[config.mk]
export PLATFORM = sky130hd
export DESIGN_NAME = audio_pdm_out
export DESIGN_NICKNAME = d
export VERILOG_FILES = /design/src/rtl/audio_pdm_out.sv
export SDC_FILE = /design/constraint.sdc
export NUM_CORES = 1
export LEC_CHECK = 0
export CAP_MARGIN = 20
export CORE_ASPECT_RATIO = 1.75
export CORE_MARGIN = 2
export CORE_UTILIZATION = 45
export DETAILED_ROUTE_END_ITERATION = 7
export GPL_ROUTABILITY_DRIVEN = 0
export PLACE_DENSITY = 0.64
export SYNTH_ARGS = -nofsm -noshare
export SYNTH_HDL_FRONTEND = slang
export SYNTH_SLANG_ARGS = --single-unit
[constraint.sdc]
create_clock -name main_clk -period 7.6 [get_ports main_clk]
set_clock_uncertainty 0.1 [all_clocks]
set_input_delay 2.28 -clock main_clk [delete_from_list [all_inputs] [get_ports main_clk]]
set_output_delay 2.28 -clock main_clk [all_outputs]
set_load 0.05 [all_outputs]
[src/rtl/audio_pdm_out.sv]
// Final audio output stage: strobe capture, soft-mute gain ramp and first-order sigma-delta PDM.
// Define AUDIO_PDM_SOFT_MUTE_EN for the ramped gain; otherwise mute switches gain instantly.
module audio_pdm_out #(
  parameter int unsigned SAMPLE_WIDTH = 12
) (
  input  logic                           main_clk,
  input  logic                           rst,
  input  logic                           sample_clk,
  input  logic signed [SAMPLE_WIDTH-1:0] din,
  input  logic                           mute,
  output logic                           pdm_out,
  output logic                           muted
);

  localparam int unsigned W = SAMPLE_WIDTH;
  localparam logic [8:0] GainFull = 9'd256;

  typedef enum logic [1:0] {StMuted, StRampUp, StPlaying, StRampDown} state_e;

  state_e               state_q;
  logic                 sclk_q;
  logic signed [W-1:0]  sample_q;
  logic [8:0]           gain_q;
  logic [W-1:0]         acc_q;

  logic                 strobe;
  logic signed [W+9:0]  product;
  logic [W-1:0]         scaled;
  logic [W-1:0]         u;
  logic [W:0]           sum;
  logic                 unused_product;

  assign strobe  = sample_clk & ~sclk_q;

  // gain <= 256 keeps the shifted product inside W bits, so the top bits are sign copies.
  assign product = sample_q * $signed({1'b0, gain_q});
  assign scaled  = product[W+7:8];
  assign unused_product = ^{product[W+9:W+8], product[7:0]};

  assign u   = {~scaled[W-1], scaled[W-2:0]};
  assign sum = {1'b0, acc_q} + {1'b0, u};

  always_ff @(posedge main_clk) begin
    if (rst) begin
      sclk_q   <= 1'b0;
      sample_q <= '0;
      gain_q   <= '0;
      state_q  <= StMuted;
      acc_q    <= '0;
      pdm_out  <= 1'b0;
      muted    <= 1'b1;
    end else begin
      sclk_q  <= sample_clk;
      acc_q   <= sum[W-1:0];
      pdm_out <= sum[W];
      if (strobe) sample_q <= din;

`ifdef AUDIO_PDM_SOFT_MUTE_EN
      // A direction change always wins over a coincident gain step.
      unique case (state_q)
        StMuted: begin
          gain_q <= '0;
          if (!mute) begin
            state_q <= StRampUp;
            muted   <= 1'b0;
          end
        end
        StRampUp: begin
          if (mute) begin
            state_q <= StRampDown;
          end else if (gain_q == GainFull) begin
            state_q <= StPlaying;
          end else if (strobe) begin
            gain_q <= gain_q + 9'd1;
            if (gain_q == GainFull - 9'd1) state_q <= StPlaying;
          end
        end
        StPlaying: begin
          gain_q <= GainFull;
          if (mute) state_q <= StRampDown;
        end
        StRampDown: begin
          if (!mute) begin
            state_q <= StRampUp;
          end else if (gain_q == 9'd0) begin
            state_q <= StMuted;
            muted   <= 1'b1;
          end else if (strobe) begin
            gain_q <= gain_q - 9'd1;
            if (gain_q == 9'd1) begin
              state_q <= StMuted;
              muted   <= 1'b1;
            end
          end
        end
        default: begin
          state_q <= StMuted;
          gain_q  <= '0;
          muted   <= 1'b1;
        end
      endcase
`else
      unique case (state_q)
        StMuted: begin
          gain_q <= '0;
          if (!mute) begin
            state_q <= StPlaying;
            gain_q  <= GainFull;
            muted   <= 1'b0;
          end
        end
        StPlaying: begin
          gain_q <= GainFull;
          if (mute) begin
            state_q <= StMuted;
            gain_q  <= '0;
            muted   <= 1'b1;
          end
        end
        default: begin
          state_q <= StMuted;
          gain_q  <= '0;
          muted   <= 1'b1;
        end
      endcase
`endif
    end
  end

endmodule
==> metrics.cfg <==
[clock_tree]
cts_root_buf=clkbuf_8
clock_latency_ns=0.28
cts_buffer_depth=2
cts_tree=done
cts_buffers=5
holdBufCountCts=0
htreeDepth=2
cts_sinks=29
cts.repair.resized=0
clkTransAtPathRegs_ns=0.06
post_cts_buffers=0

[synth]
yosysUniqueCellTypes=36
syn_area_um2=1496
ys_async_sr_fraction_pct=0
yosys_warnings=0
syn_nets=204
synth-edff-count=0
avgSynthCellArea_um2=8.551
syn_inst=175
synth-seq-cells=29
synth-seq-area-share_pct=38.80
ys.flop_type=dfxtp_1

[place]
dp.final_hpwl_um=2268
place_area_um2=1687
place_ws_ns=3.374
numPortBuffers=17

[setup_path]
crit_family=buffers and inverters
cpPeakStageDelay_ns=0.80
rr_startpoint=gain_q[8]$_SDFF_PP0_
critPathCaptureType=primary output
worstSetupStartpoint=muted$_SDFFE_PP1P_
crit_type=flip-flop to primary output
path_buf_inv=1
worst_path_max_delay_cell=clkdlybuf4s50_1
critPathArrivalTime_ns=1.41
crit_chain=clkdlybuf4s50_1
cp-start-kind=flip-flop
critPathRequiredTime_ns=5.22
crit_fanout=2

[sta]
worstMarginPinSlew_ns=0.7114
fin_crit_sh_pct=49.84
achievable-frequency_mhz=264.0
finalSetupViolations=0
grt_setup_unrepaired=false
setup_tns_ns=0
slew_headroom_pct=52.48
final.setup.worst_slack_ns=3.812
slew_violations=0
min_period_ns=3.788
hold_viol_final=0

[route]
drt_iter0_drc=14
ant_nets=0
vias=1229
viasPerCell=5.186
wirelength_um=2987
first_pass_iters=4
drcViolationCount=0
routedWlPerCell_um=12.60

[grt]
grt_pass1_vias=1126
grtUsageTotal_pct=17.62
grt_max_degree=31
antenna_found_initial=0
grt_pass1_wl_um=4698
globalRouteOverflowTotal=0

[power]
finalPower_mw=0.3389
combinationalPowerShare_pct=11.0
leakage_nw=0.7656
switching_share_pct=23.43
clkPwrFrac_pct=40.9
peakVddDrop_uv=114.7
p_per_area_nw_per_um2=186.6
p_int_mw=0.2595
pwr-share-seq_pct=48.1
p_sw_mw=0.07938

[cells_and_area]
diodes=0
multi_input_area_um2=848.3
area_growth_pct=21.32
final_cell_mix=30 x nand2_1, 29 x dfxtp_1, 19 x a21oi_1, 17 x clkdlybuf4s50_1
regArea_um2=580.6
final_common_cell=nand2_1
nFillCells=305
fin_util_pct=57.17
final_area_um2=1815
final_layout_size_suffix_gt1_share_pct=8.247
fin_nets=222

[die]
rows=27
start_util_pct=47.12
core_um2=3176
fp.dieH_um=80.29
die-area_um2=3821
die_x_um=47.59
ios=18

[hold_path]
hp-start=sample_q[6]$_SDFFE_PP0P_
holdCritPathClass=flip-flop to flip-flop

[run_status]
outcome=complete, no violations

[job]
maxCapViolCount=0

## Yosys cell counts, types with 2 or more instances
master	count	area [µm²]
o21ai_0	2	10.01
nor2b_1	4	25.02
a31oi_1	2	12.51
nand2b_1	2	12.51
nand3_1	6	30.03
a211oi_1	2	15.01
a21oi_1	19	95.09
nor2_1	12	45.04
xor2_1	2	17.52
and2b_1	2	15.01
ha_1	12	150.1
clkbuf_1	6	22.52
inv_1	9	33.78
nand2_1	30	112.6
nor3_1	3	15.01
o21bai_1	2	15.01
dfxtp_1	29	580.6
xnor2_1	4	35.03
and2_1	10	62.56
## cell families (layout without fill, tap and decap cells)
| group | count (synthesis) | count (layout) | share of synthesized area (%) |
|---|---|---|---|
| AOI/OAI and AO/OA | 38 | 38 | 17.56 |
| DFF | 29 | 29 | 38.80 |
| muxes | 1 | 1 | 0.7525 |
| adders and majority gates | 13 | 13 | 11.37 |
| buffers and inverters | 16 | 35 | 4.515 |
| xor gates and xnor gates | 6 | 6 | 3.512 |
| and+or+nand+nor | 72 | 72 | 23.49 |
## worst paths after layout
| path | end | cells past startpoint | slack (ns) |
|---|---|---|---|
| hold / removal | sample_q[6]$_SDFFE_PP0P_ | 2 | 0.35 |
| hold reg to reg | sample_q[6]$_SDFFE_PP0P_ | 2 | 0.35 |
| setup reg to reg | acc_q[10]$_SDFF_PP0_ | 9 | 4.85 |
| setup / recovery | muted | 1 | 3.81 |
## worst min-delay path: cells and delay by family (launching register included)
kind,cells,cell delay (ns)
compound gates,1,0.05
flops,1,0.30
simple gates,1,0.05
## cell type report
type | count | area share (%)
Multi-Input combinational cell | 130 | 46.73
Timing Repair Buffer | 18 | 10.89
Tap cell | 43 | 2.963
Sequential cell | 29 | 31.98
Inverter | 9 | 1.861
Clock inverter | 1 | 0.2757
Clock buffer | 7 | 5.307
## routing by layer
metal	GRT usage, %	vias up	share of wire [%]
met5	0	-	0
met1	17.85	577	37
met3	3.371	8	2.5
met4	8.919	0	2.5
li1	-	629	-
met2	31.62	15	58
## per-stage QoR
stage | hold WS (ns) | instances
finish | 0.3502 | 237
global route | 0.3751 | 237
CTS | 0.3537 | 236
detailed placement | 0.3449 | 228
global placement | 0.3405 | 228
floorplan | 0.3317 | 175
## registers in the layout, summed over array words and instances, names as in the netlist
name	cells
sclk_q	1
sample_q	12
gain_q	1
acc_q	12
state_q	1
muted	1
pdm_out	1
## power groups by stage
stage	Sequential (mW)	Combinational [mW]	Clock, mW
5_1_grt	0.164	0.0415	0.149
4_1_cts	0.163	0.0361	0.142
3_5_place_dp	0.166	0.0359	0
2_1_floorplan	0.168	0.0209	0
3_3_place_gp	0.166	0.0350	0
6_report	0.163	0.0374	0.139
Note: power is estimated with default switching activity, not from simulation.
